`src/rtl/gpu_pkg.sv`:
```
`default_nettype none
// +--------------------------------------------------------------------+
// | gpu_pkg: region codes, arbiter states, address-field positions      |
// | Rev 1.0                                                             |
// +--------------------------------------------------------------------+
package gpu_pkg;

  localparam int REGION_W = 4;

  // One-hot region codes, bit order {texture, tile, spirit, cr}
  localparam logic [REGION_W-1:0] REGION_CR      = 4'b0001;
  localparam logic [REGION_W-1:0] REGION_SPIRIT  = 4'b0010;
  localparam logic [REGION_W-1:0] REGION_TILE    = 4'b0100;
  localparam logic [REGION_W-1:0] REGION_TEXTURE = 4'b1000;

  localparam int PAGE_HI = 15;
  localparam int PAGE_LO = 12;
  localparam int SUB_HI  = 11;
  localparam int SUB_LO  = 8;

  typedef enum logic [1:0] {
    ARB_IDLE  = 2'd0,
    ARB_STALL = 2'd1,
    ARB_WRITE = 2'd2,
    ARB_ACK   = 2'd3
  } arb_state_e;

endpackage
`default_nettype wire

```
`src/rtl/gpu_wb_region_decoder.sv`:
```
`default_nettype none
// +--------------------------------------------------------------------+
// | gpu_wb_region_decoder: address bits 15:8 to one-hot GPU region      |
// | Rev 1.0                                                             |
// +--------------------------------------------------------------------+
module gpu_wb_region_decoder
  import gpu_pkg::*;
(
  input  logic [PAGE_HI:SUB_LO]  adr_i,
  output logic [REGION_W-1:0]    region_o
);

  logic [PAGE_HI-PAGE_LO:0] page;
  logic [SUB_HI-SUB_LO:0]   sub;

  assign page = adr_i[PAGE_HI:PAGE_LO];
  assign sub  = adr_i[SUB_HI:SUB_LO];

  // Page 0 is split: its first 256-byte block holds the control registers
  always_comb begin
    region_o = REGION_TEXTURE;
    if (page == '0) begin
      region_o = (sub != '0) ? REGION_SPIRIT : REGION_CR;
    end else if (page == 4'd1) begin
      region_o = REGION_TILE;
    end
  end

endmodule
`default_nettype wire

```
`src/rtl/gpu_wb_arbiter.sv`:
```
`default_nettype none
// +--------------------------------------------------------------------+
// | gpu_wb_arbiter: two-master Wishbone write arbiter for GPU memories  |
// | Define GPU_ARB_ROUND_ROBIN_EN for round-robin, else fixed priority. |
// | Rev 1.0                                                             |
// +--------------------------------------------------------------------+
module gpu_wb_arbiter
  import gpu_pkg::*;
#(
  parameter int ADDR_W = 27,
  parameter int DATA_W = 32
) (
  input  logic              clk_100MHz,
  input  logic              reset_n,

  input  logic              m0_cyc_i,
  input  logic              m0_stb_i,
  input  logic              m0_we_i,
  input  logic [3:0]        m0_sel_i,
  input  logic [ADDR_W-1:0] m0_adr_i,
  input  logic [DATA_W-1:0] m0_dat_i,
  output logic [DATA_W-1:0] m0_dat_o,
  output logic              m0_ack_o,

  input  logic              m1_cyc_i,
  input  logic              m1_stb_i,
  input  logic              m1_we_i,
  input  logic [3:0]        m1_sel_i,
  input  logic [ADDR_W-1:0] m1_adr_i,
  input  logic [DATA_W-1:0] m1_dat_i,
  output logic [DATA_W-1:0] m1_dat_o,
  output logic              m1_ack_o,

  input  logic              i_render_busy,

  output logic              o_cr_we,
  output logic              o_spirit_we,
  output logic              o_tile_we,
  output logic              o_texture_we,
  output logic [ADDR_W-1:0] o_waddr,
  output logic [DATA_W-1:0] o_wdata,
  output logic [3:0]        o_wsel,
  output logic [1:0]        o_grant
);

  arb_state_e              state_q, state_d;
  logic [1:0]              grant_q, grant_d;
  logic [ADDR_W-1:0]       waddr_q, waddr_d;
  logic [DATA_W-1:0]       wdata_q, wdata_d;
  logic [3:0]              wsel_q, wsel_d;
  logic                    we_q, we_d;
  logic [REGION_W-1:0]     region_q, region_d;
  logic [REGION_W-1:0]     wstb_q, wstb_d;
  logic [1:0]              ack_q, ack_d;

  logic                    req0, req1;
  logic                    win_m1;
  logic                    owner_cyc;
  logic [ADDR_W-1:0]       req_adr;
  logic [REGION_W-1:0]     req_region;

  assign req0      = m0_cyc_i & m0_stb_i;
  assign req1      = m1_cyc_i & m1_stb_i;
  assign owner_cyc = grant_q[1] ? m1_cyc_i : m0_cyc_i;

`ifdef GPU_ARB_ROUND_ROBIN_EN
  logic last_m1_q;

  // WRITE always advances to ACK, so this samples the owner as ACK is entered
  always_ff @(posedge clk_100MHz) begin
    if (!reset_n) begin
      last_m1_q <= 1'b1;
    end else if (state_q == ARB_WRITE) begin
      last_m1_q <= grant_q[1];
    end
  end

  always_comb begin
    win_m1 = req1 & ~req0;
    if (req0 && req1) begin
      win_m1 = ~last_m1_q;
    end
  end
`else
  always_comb begin
    win_m1 = req1 & ~req0;
  end
`endif

  assign req_adr = win_m1 ? m1_adr_i : m0_adr_i;

  gpu_wb_region_decoder u_region_dec (
    .adr_i    (req_adr[PAGE_HI:SUB_LO]),
    .region_o (req_region)
  );

  always_comb begin
    state_d  = state_q;
    grant_d  = grant_q;
    waddr_d  = waddr_q;
    wdata_d  = wdata_q;
    wsel_d   = wsel_q;
    we_d     = we_q;
    region_d = region_q;

    case (state_q)
      ARB_IDLE: begin
        if (req0 || req1) begin
          grant_d  = win_m1 ? 2'b10 : 2'b01;
          waddr_d  = req_adr;
          wdata_d  = win_m1 ? m1_dat_i : m0_dat_i;
          wsel_d   = win_m1 ? m1_sel_i : m0_sel_i;
          we_d     = win_m1 ? m1_we_i  : m0_we_i;
          region_d = req_region;
          // Only CR writes collide with a render; everything else proceeds
          if (we_d && (region_d == REGION_CR) && i_render_busy) begin
            state_d = ARB_STALL;
          end else begin
            state_d = ARB_WRITE;
          end
        end
      end
      ARB_STALL: begin
        if (!owner_cyc) begin
          state_d = ARB_IDLE;
          grant_d = 2'b00;
        end else if (!i_render_busy) begin
          state_d = ARB_WRITE;
        end
      end
      ARB_WRITE: begin
        state_d = ARB_ACK;
      end
      ARB_ACK: begin
        state_d = ARB_IDLE;
        grant_d = 2'b00;
      end
      default: begin
        state_d = ARB_IDLE;
        grant_d = 2'b00;
      end
    endcase

    // Outputs are decoded from the next state so they appear registered
    wstb_d = ((state_d == ARB_WRITE) && we_d) ? region_d : '0;
    ack_d  = (state_d == ARB_ACK) ? grant_d : 2'b00;
  end

  always_ff @(posedge clk_100MHz) begin
    if (!reset_n) begin
      state_q  <= ARB_IDLE;
      grant_q  <= 2'b00;
      waddr_q  <= '0;
      wdata_q  <= '0;
      wsel_q   <= '0;
      we_q     <= 1'b0;
      region_q <= '0;
      wstb_q   <= '0;
      ack_q    <= 2'b00;
    end else begin
      state_q  <= state_d;
      grant_q  <= grant_d;
      waddr_q  <= waddr_d;
      wdata_q  <= wdata_d;
      wsel_q   <= wsel_d;
      we_q     <= we_d;
      region_q <= region_d;
      wstb_q   <= wstb_d;
      ack_q    <= ack_d;
    end
  end

  assign o_cr_we      = wstb_q[0];
  assign o_spirit_we  = wstb_q[1];
  assign o_tile_we    = wstb_q[2];
  assign o_texture_we = wstb_q[3];
  assign o_waddr      = waddr_q;
  assign o_wdata      = wdata_q;
  assign o_wsel       = wsel_q;
  assign o_grant      = grant_q;
  assign m0_ack_o     = ack_q[0];
  assign m1_ack_o     = ack_q[1];
  assign m0_dat_o     = '0;
  assign m1_dat_o     = '0;

endmodule
`default_nettype wire

```
`config.mk`:
```
export PLATFORM = sky130hd
export DESIGN_NAME = gpu_wb_arbiter
export DESIGN_NICKNAME = d
export VERILOG_FILES = /design/src/rtl/gpu_pkg.sv /design/src/rtl/gpu_wb_region_decoder.sv /design/src/rtl/gpu_wb_arbiter.sv
export SDC_FILE = /design/constraint.sdc
export NUM_CORES = 1
export LEC_CHECK = 0
export CORE_AREA = 2 2 105 107
export CTS_BUF_LIST = sky130_fd_sc_hd__clkbuf_2
export CTS_CLUSTER_SIZE = 16
export DETAILED_ROUTE_END_ITERATION = 10
export DIE_AREA = 0 0 107 109
export DONT_BUFFER_PORTS = 1
export GPL_TIMING_DRIVEN = 0
export PLACE_DENSITY = 0.68
export SLEW_MARGIN = 0
export SYNTH_ARGS = -nofsm -noshare
export SYNTH_HDL_FRONTEND = slang
export SYNTH_SLANG_ARGS = --single-unit
```
`constraint.sdc`:
```
create_clock -name clk_100MHz -period 1.3 [get_ports clk_100MHz]
set_input_delay 0.065 -clock clk_100MHz [delete_from_list [all_inputs] [get_ports clk_100MHz]]
set_output_delay 0.065 -clock clk_100MHz [all_outputs]
set_load 0.02 [all_outputs]
```
==> results.json, run 1 <==
{
  "synth_top_area_frac": 0.360,
  "start_kind": "primary input",
  "peakVddDrop_v": 0.000522,
  "drt_wl_total_mm": 16.3,
  "cts_tree": "done",
  "syn_area_mm2": 0.00433,
  "cts_sinks": 78,
  "antenna_found_initial": 2,
  "synth-simple-area-share": 0.222,
  "yosysSeqAreaShare": 0.360,
  "hpwl_mm": 9.95,
  "die_x_um": 107,
  "drv_slew": 0,
  "cts_max_path_buffers": 2,
  "critical_path_class": "primary input to flip-flop",
  "h-tree-depth": 3,
  "syn_inst": 505,
  "synthArstFlopShare": 0,
  "avgSynthCellArea_um2": 8.58,
  "synth_xor_area_frac": 0,
  "slew_headroom": 0.411,
  "num_vias": 4591,
  "drcViolationCount": 0,
  "grt_max_degree": 13,
  "rsz0062_at_grt": "yes",
  "synth-compound-area-share": 0.238,
  "drt.antenna.violating_nets": 0,
  "initial_utilization": 0.409,
  "ys_ff_latch": 78,
  "finClkSkew_ps": 18.7,
  "fmax_ghz": 0.707,
  "synth_enable_flop_cells": 0,
  "whs_ps": -298,
  "track_usage": 0.250,
  "worstPathMaxFanout": 4,
  "path_clk_slew_ps": 200,
  "hold_viol_final": 5,
  "port_buffers": 0,
  "synth_top_family_by_area": "compound AO/OA/AOI/OAI gates",
  "pwr_density_cell_mw_per_mm2": 1010,
  "worst_pin_slew_ps": 876,
  "synth_cell_types": 40,
  "cts_root_buf": "clkbuf_2",
  "place.gp.congestion": 0.775,
  "synth_top_cells_by_area": "dfxtp_1 36%, a311oi_2 18%, buf_4 12%, nand2_1 12%, nor2_1 6.2%",
  "synth.most_common_cell": "nand2_1",
  "ys_warn_count": 0,
  "grt_pass1_vias": 4400,
  "synthAdderAreaFrac": 0,
  "cts_buffers": 9,
  "worstPathArrival_ps": 1870,
  "design.core.area_mm2": 0.0106,
  "pin_count": 270,
  "grt_pass1_wl_mm": 22.5,
  "violations": "negative hold slack, negative setup slack",
  "synth_mux_area_frac": 0.0116,
  "p_leak_nw": 2.80,
  "grt_overflow": 0,
  "drive_gt1_frac": 0.297,
  "setup_viol": 65,
  "fin_crit_sh": 1.09,
  "synth_top_area_cell": "dfxtp_1",
  "ys.flop_type": "dfxtp_1",
  "timing.final.crit_period_ps": 1410,
  "worstSkewPairLatency_ps": 530,
  "drt-wirelength-per-cell_um": 18.7,
  "crit_path_end_kind": "flip-flop",
  "die_h_um": 109,
  "area_growth_pct": 57.3,
  "critPathRequiredTime_ps": 1760,
  "first_iter_violations": 334,
  "finalNetCount": 861,
  "r2r_slack_ps": -110,
  "detail_route.first_pass.iterations": 5,
  "status": "finished, violations left",
  "fp.dieArea_mm2": 0.0117,
  "maxCapViolCount": 0,
  "rows": 38,
  "fin_ws_ps": -114,
  "synth_common_cells": "134 x nand2_1, 78 x dfxtp_1, 72 x nor2_1",
  "hold_class": "primary input to flip-flop",
  "routed_via_density": 5.26,
  "tns_ps": -3540
}
==> report_power, final <==
part	internal, mW	switching, mW	total, mW
registers	2.64	0.509	3.15
logic	1.13	1.13	2.25
clock network	0.641	0.872	1.51
total	4.41	2.51	6.91
==> area by class of cell <==
cell class | count | area, µm²
fill | 839 | 3790
inverter | 1 | 3.75
sequential | 78 | 1570
clock inverter | 5 | 73.8
buffer | 98 | 806
timing repair buffer | 150 | 1590
clock buffer | 11 | 55.1
antenna | 2 | 5.00
multi-input combinational | 388 | 2530
tap | 140 | 175
==> cells in the final DEF, fill, tap and decap left out, drive strengths merged <==
cell type / synthesis / final
bufinv: 0 / 2
nor4: 4 / 4
a21oi: 7 / 7
o21ai: 3 / 3
nand3: 3 / 3
o22ai: 1 / 1
nor2b: 2 / 2
clkbuf: 9 / 27
a22o: 1 / 1
clkinv: 0 / 3
dfxtp: 78 / 78
o31a: 2 / 2
or4: 1 / 1
dlygate4sd3: 0 / 133
nand4: 1 / 1
nand2: 134 / 134
buf: 92 / 98
diode: 0 / 2
and3: 2 / 2
nor3b: 2 / 2
o32ai: 2 / 2
o21a: 1 / 1
nor3: 3 / 3
mux2i: 5 / 5
conb: 1 / 64
nand2b: 2 / 2
dlymetal6s4s: 0 / 1
a311oi: 62 / 62
inv: 1 / 1
o2bb2ai: 1 / 1
o41ai: 1 / 1
o31ai: 1 / 1
a211oi: 2 / 2
and2: 3 / 3
nor2: 74 / 74
or3b: 1 / 1
a31oi: 1 / 1
and4: 2 / 2
==> metrics by stage <==
stage	power (mW)	util	cells	instance area, µm²	setup slack [ps]
global route	7.18	0.643	873	6810	-202
finish	6.91	0.643	873	6810	-114
detailed placement	4.62	0.449	708	4770	-338
floorplan	4.34	-	568	4590	-25.5
CTS	6.69	0.615	861	6520	-106
global placement	4.56	0.449	708	4770	-353
==> path summary, 6_finish.rpt <==
kind                                              from                  endpoint  cells past startpoint
worst max-delay path                          m0_stb_i      wstb_q[2]$_SDFF_PN0_                      7
worst min-delay path                      m1_adr_i[10]  o_waddr[10]$_SDFFE_PN0P_                      2
worst max register to register   state_q[1]$_SDFF_PN0_   o_waddr[9]$_SDFFE_PN0P_                      6
worst min register to register  region_q[3]$_SDFF_PN0_    region_q[3]$_SDFF_PN0_                      2
==> state kept, by name, indices dropped and copies added, names as in the netlist <==
register and cells:
ack_q 2, region_q 4, o_grant 2, o_wdata 32, state_q 2, we_q 1, o_waddr 27, o_wsel 4
wstb_q 4
==> metal layers <==
metal | wire length [µm] | track usage | part of all wire
met1 | 6050 | 0.272 | 0.37
met2 | 8190 | 0.456 | 0.50
met3 | 1460 | 0.0693 | 0.090
met4 | 589 | 0.111 | 0.036
met5 | 0 | 0 | 0
==> critical path: stages <==
cell,delay [ps]
dlymetal6s4s_1,290
nand2_2,120
dlygate4sd3_1,690
o41ai_4,110
nor4_4,310
nand3_2,160
nor2_1,140
==> cells by family after synthesis <==
logic type / after synthesis
flip-flops: 78
other: 1
AO/OA/AOI/OAI: 85
buffers and inverters: 102
multiplexers: 5
AND/OR/NAND/NOR: 234
==> repair_timing <==
action | CTS | global route
hold buffers | 130 | 4
gates resized for setup | 54 | 42
cloned | 2 | 4
pin swaps | 12 | 23
endpoints found under the setup margin | 73 | 74
setup buffers | 6 | 5
hold endpoints to repair | 78 | 10
Power figures use the tool's default switching activity.
==> inputs of run 2 (changes only) <==
--- a/config.mk
+++ b/config.mk
@@ -5,14 +5,15 @@
 export SDC_FILE = /design/constraint.sdc
 export NUM_CORES = 1
 export LEC_CHECK = 0
-export CORE_AREA = 2 2 105 107
+export CELL_PAD_IN_SITES_DETAIL_PLACEMENT = 1
+export CELL_PAD_IN_SITES_GLOBAL_PLACEMENT = 1
+export CORE_UTILIZATION = 41
 export CTS_BUF_LIST = sky130_fd_sc_hd__clkbuf_2
 export CTS_CLUSTER_SIZE = 16
 export DETAILED_ROUTE_END_ITERATION = 10
-export DIE_AREA = 0 0 107 109
 export DONT_BUFFER_PORTS = 1
 export GPL_TIMING_DRIVEN = 0
-export PLACE_DENSITY = 0.68
+export PLACE_DENSITY = 0.88
 export SLEW_MARGIN = 0
 export SYNTH_ARGS = -nofsm -noshare
 export SYNTH_HDL_FRONTEND = slang
==> run 2 against run 1 <==
The run still ends with negative hold slack, negative setup slack left. Worst hold slack improved by 270 ps. Final cell count rose by 0.11%. Clock power fell by 17%. Fmax fell by 18%. Power fell by 2.2%. Clock skew rose by 40 ps. Setup slack got worse by 310 ps. Critical path depth fell by 1. Global-route usage rose by 9.7 points. Core utilization rose by 0.80 points. Register-to-register slack got worse by 300 ps. Sequential cell count did not move. Critical endpoint is now o_waddr[11]$_SDFFE_PN0P_.
==> results.json, run 2 (synthesized netlist as in run 1, its figures left out) <==
{
  "status": "finished, violations left",
  "violations": "negative hold slack, negative setup slack",
  "fmax_ghz": 0.579,
  "drt-wirelength-per-cell_um": 24.7,
  "antenna_found_initial": 4,
  "critPathRequiredTime_ps": 1720,
  "final_common_cell": "dlygate4sd3_1",
  "drcViolationCount": 0,
  "drv_slew": 0,
  "ff2ff_path_depth": 6,
  "swShare": 0.411,
  "grt_pass1_wl_mm": 29.3,
  "die_h_um": 105,
  "fin_crit_sh": 1.33,
  "design.core.area_mm2": 0.0103,
  "drt_wl_total_mm": 21.6,
  "worst_pin_slew_ps": 902,
  "detail_route.first_pass.iterations": 4,
  "critical_path_class": "primary input to flip-flop",
  "seq_power_share": 0.468,
  "area_growth_pct": 54.3,
  "finClkSkew_ps": 58.2,
  "maxCapViolCount": 0,
  "pwr_density_cell_mw_per_mm2": 1010,
  "worstHoldPathCells": 4,
  "grt_overflow": 0,
  "cts_max_path_buffers": 2,
  "port_buffers": 0,
  "grt_max_degree": 14,
  "p_total_mw": 6.76,
  "timing.final.crit_period_ps": 1730,
  "tns_ps": -4380,
  "p_leak_nw": 2.73,
  "fp.dieArea_mm2": 0.0110,
  "p_sw_mw": 2.78,
  "whs_ps": -27.1,
  "drive_gt1_frac": 0.296,
  "worstSkewPairLatency_ps": 590,
  "pwr-share-clk": 0.185,
  "path_clk_slew_ps": 240,
  "largest_register_ffs": 32,
  "slew_headroom": 0.393,
  "fin_ws_ps": -428,
  "hpwl_mm": 10.9,
  "initial_utilization": 0.422,
  "cts_root_buf": "clkbuf_2",
  "h-tree-depth": 3,
  "cts_buffers": 9,
  "drt.antenna.violating_nets": 0,
  "grt_pass1_vias": 5245,
  "num_vias": 4820,
  "rsz0062_at_grt": "yes",
  "track_usage": 0.348,
  "first_iter_violations": 275,
  "routed_via_density": 5.51,
  "pin_count": 270,
  "finalNetCount": 864,
  "worstPathMaxFanout": 10,
  "cts_tree": "done",
  "rows": 37,
  "worstPathArrival_ps": 2150,
  "p_int_mw": 3.98,
  "cts_sinks": 78,
  "pwr-share-comb": 0.347,
  "crit_path_end_kind": "flip-flop",
  "final_cell_mix": "137 x dlygate4sd3_1, 133 x nand2_1, 77 x buf_4",
  "peakVddDrop_v": 0.000462,
  "setup_viol": 57,
  "hold_class": "primary input to flip-flop",
  "die_x_um": 105,
  "hold_viol_final": 2,
  "place.gp.congestion": 0.858,
  "start_kind": "primary input"
}
==> run 2: changes by cell type in the layout (fill, tap and decap cells not counted), moves of 3 or more <==
cell	change
buf_6	-3
clkbuf_16	-4
nor2_4	-9
nor2_2	+7
buf_4	+5
dlygate4sd3_1	+4
==> run 2: timing repair <==
item | 4_1_cts | 5_1_grt
setup endpoints to repair | 73 | 74
pin swaps | 21 | 19
gates cloned | 3 | 0
buffers inserted | 6 | 8
hold buffers | 131 | 6
resized for setup | 37 | 41
hold endpoints to repair | 76 | 8
==> run 2: final cells by class <==
cell class / instances / area (µm²)
sequential: 78 / 1570
fill: 1201 / 3590
timing repair buffer: 153 / 1560
buffer: 98 / 796
inverter: 1 / 3.75
tap: 136 / 170
multi-input combinational: 388 / 2480
clock buffer: 10 / 50.0
clock inverter: 6 / 38.8
antenna: 4 / 10.0
==> run 2: stage by stage <==
step                      instance area [µm²]  worst slack (ps)  cells   util
after floorplan                          4590             -25.5    568      -
after global placement                   4760              -294    704  0.463
after detailed placement                 4760              -302    704  0.463
after CTS                                6410              -136    859  0.624
after global routing                     6690              -408    874  0.651
final                                    6690              -428    874  0.651
==> run 2: worst paths after layout <==
| check | from | end | slack, ps |
|---|---|---|---|
| setup reg to reg | state_q[0]$_SDFF_PN0_ | o_waddr[11]$_SDFFE_PN0P_ | -410 |
| hold reg to reg | region_q[0]$_SDFF_PN0_ | region_q[0]$_SDFF_PN0_ | 550 |
| setup / recovery | m0_cyc_i | o_waddr[11]$_SDFFE_PN0P_ | -430 |
| hold / removal | m0_adr_i[8] | state_q[0]$_SDFF_PN0_ | -30 |
==> run 2: critical path, cell delays in order <==
cell	delay [ps]
and2_1	200
nor2_4	300
buf_2	300
nand2_1	100
dlygate4sd3_1	610
a311oi_2	570
==> run 2: power groups by stage <==
stage          clock network, mW  registers, mW  logic (mW)
2_1_floorplan                  0           3.08        1.26
3_3_place_gp                   0           3.14        1.42
3_5_place_dp                   0           3.15        1.49
4_1_cts                     1.17           3.10        2.01
5_1_grt                     1.34           3.18        2.48
6_report                    1.25           3.17        2.35
==> run 2: layer usage <==
| metal | GRT usage | share of wire | wire (µm) | up-vias |
|---|---|---|---|---|
| li1 | - | - | - | 2075 |
| met1 | 0.345 | 0.33 | 7080 | 2285 |
| met2 | 0.629 | 0.51 | 10900 | 332 |
| met3 | 0.0936 | 0.092 | 1990 | 128 |
| met4 | 0.241 | 0.074 | 1590 | 0 |
| met5 | 0 | 0 | 0 | - |
==> inputs of run 3 (changes only) <==
--- a/config.mk
+++ b/config.mk
@@ -12,7 +12,6 @@
 export CTS_CLUSTER_SIZE = 16
 export DETAILED_ROUTE_END_ITERATION = 10
 export DONT_BUFFER_PORTS = 1
-export GPL_TIMING_DRIVEN = 0
 export PLACE_DENSITY = 0.88
 export SLEW_MARGIN = 0
 export SYNTH_ARGS = -nofsm -noshare
==> run 3 against run 2 <==
The run ends with negative setup slack left. Core utilization fell by 1.8 points. Setup slack improved by 310 ps. Combinational power rose by 2%. Worst hold slack improved by 98 ps. Clock power rose by 21%. Wire length fell by 9.8%. First-iteration DRC count fell by 12%. Die area did not move. Sequential cell count did not move. Critical path type is now flip-flop to flip-flop. Critical endpoint is now o_waddr[7]$_SDFFE_PN0P_.
==> results.json, run 3 (synthesized netlist as in run 1, its figures left out) <==
{
  "status": "finished, violations left",
  "violations": "negative setup slack",
  "drv_slew": 0,
  "slew_headroom": 0.669,
  "critical_path_class": "flip-flop to flip-flop",
  "finClkSkew_ps": 24.7,
  "drt-wirelength-per-cell_um": 23.8,
  "cts_sinks": 78,
  "grt_max_degree": 38,
  "cts_max_path_buffers": 2,
  "post-place-ws_ps": -170,
  "stdcell_area_mm2": 0.00650,
  "rows": 37,
  "grt_pass1_wl_mm": 28.4,
  "worstSkewPairLatency_ps": 540,
  "pwr-share-clk": 0.216,
  "drt_wl_total_mm": 19.5,
  "port_buffers": 0,
  "initial_utilization": 0.422,
  "cts_buffers": 9,
  "die_h_um": 105,
  "start_kind": "flip-flop",
  "hold_viol_final": 0,
  "track_usage": 0.337,
  "drcViolationCount": 0,
  "worstPathMaxFanout": 7,
  "rsz0062_at_grt": "yes",
  "final_common_cell": "dlygate4sd3_1",
  "hold_class": "primary input to flip-flop",
  "num_vias": 4568,
  "largest_register_ffs": 32,
  "worst_pin_slew_ps": 492,
  "crit_buf_inv": 2,
  "place.gp.congestion": 0.796,
  "final_cell_mix": "134 x dlygate4sd3_1, 132 x nand2_1, 75 x dfxtp_1",
  "stdcell_count": 818,
  "peakVddDrop_v": 0.000478,
  "hpwl_mm": 9.52,
  "timing.final.crit_period_ps": 1420,
  "crit_path_max_incr_delay_ps": 400,
  "grt_pass1_vias": 4989,
  "detail_route.first_pass.iterations": 4,
  "seq_power_share": 0.442,
  "pwr-share-comb": 0.343,
  "whs_ps": 71.0,
  "fmax_ghz": 0.703,
  "crit_family": "flip-flops",
  "critPathRequiredTime_ps": 1760,
  "p_leak_nw": 2.58,
  "p_int_mw": 4.37,
  "drt.antenna.violating_nets": 0,
  "path_clk_slew_ps": 220,
  "pin_count": 270,
  "tns_ps": -3750,
  "finalNetCount": 812,
  "design.core.area_mm2": 0.0103,
  "dp.cells": 653,
  "worstPathArrival_ps": 1880,
  "routed_via_density": 5.58,
  "die_x_um": 105,
  "area_growth_pct": 50.0,
  "setup_viol": 68,
  "fin_ws_ps": -123,
  "crit_path_end_kind": "flip-flop",
  "cts_tree": "done",
  "worstPathCellList": "nor2_4, and2_4, buf_12, clkbuf_16, nor2_2, a311oi_2",
  "swShare": 0.375,
  "cp_slowest_cell": "dfxtp_4",
  "cts_root_buf": "clkbuf_2",
  "first_iter_violations": 242,
  "h-tree-depth": 3,
  "p_sw_mw": 2.62,
  "fp.dieArea_mm2": 0.0110,
  "drive_gt1_frac": 0.257,
  "pwr_density_cell_mw_per_mm2": 1080,
  "maxCapViolCount": 0,
  "antenna_found_initial": 1,
  "grt_overflow": 0,
  "dpl_cell_area_mm2": 0.00449,
  "fin_crit_sh": 1.09
}
[run 3: power groups by stage]
| stage | clock network [mW] | registers [mW] | logic (mW) |
|---|---|---|---|
| global placement | 0 | 3.08 | 1.41 |
| global route | 1.65 | 3.11 | 2.52 |
| detailed placement | 0 | 3.10 | 1.49 |
| CTS | 1.53 | 3.05 | 2.17 |
| floorplan | 0 | 3.08 | 1.26 |
| finish | 1.51 | 3.09 | 2.40 |
[run 3: cell type report]
type	instances	area (µm²)
fill	1145	3780
antenna	1	2.50
inverter	1	5.00
timing repair buffer	199	2150
multi-input combinational	388	2480
clock buffer	10	50.0
sequential	78	1570
tap	136	170
clock inverter	5	75.1
[run 3: metrics by stage]
step | utilization | total power, mW
after floorplan | - | 4.34
after global placement | 0.437 | 4.49
after detailed placement | 0.437 | 4.59
after CTS | 0.619 | 6.76
after global routing | 0.632 | 7.28
final | 0.632 | 6.99
[run 3: layer usage]
metal  vias to the layer above  part of all wire  wire (µm)  track usage
met1                      2185              0.35       6790        0.341
met5                         -                 0          0            0
met4                         0             0.055       1080        0.209
met2                       318              0.53      10200        0.613
met3                        96             0.070       1370       0.0886
li1                       1969                 -          -            -
[run 3: final timing paths]
check | slack [ps] | end | cells after the start | startpoint
worst min register to register | 530 | region_q[1]$_SDFF_PN0_ | 2 | region_q[1]$_SDFF_PN0_
worst max-delay path | -120 | o_waddr[7]$_SDFFE_PN0P_ | 6 | state_q[0]$_SDFF_PN0_
worst min-delay path | 70 | state_q[0]$_SDFF_PN0_ | 5 | m0_adr_i[11]
worst max register to register | -120 | o_waddr[7]$_SDFFE_PN0P_ | 6 | state_q[0]$_SDFF_PN0_
[run 3: worst reg2reg max path, cell delays in order, from the launching register on]
cell and delay, ps:
dfxtp_4 400, nor2_4 110, and2_4 240, buf_12 150, clkbuf_16 160, nor2_2 50
a311oi_2 240
[run 3: repair_timing]
| item | 4_1_cts | 5_1_grt |
|---|---|---|
| hold buffers | 135 | 0 |
| resized for setup | 38 | 20 |
| hold endpoints to repair | 78 | 0 |
| pin swaps | 6 | 12 |
| gates cloned | 6 | 1 |
| buffers inserted | 5 | 2 |
| endpoints found under the setup margin | 73 | 75 |
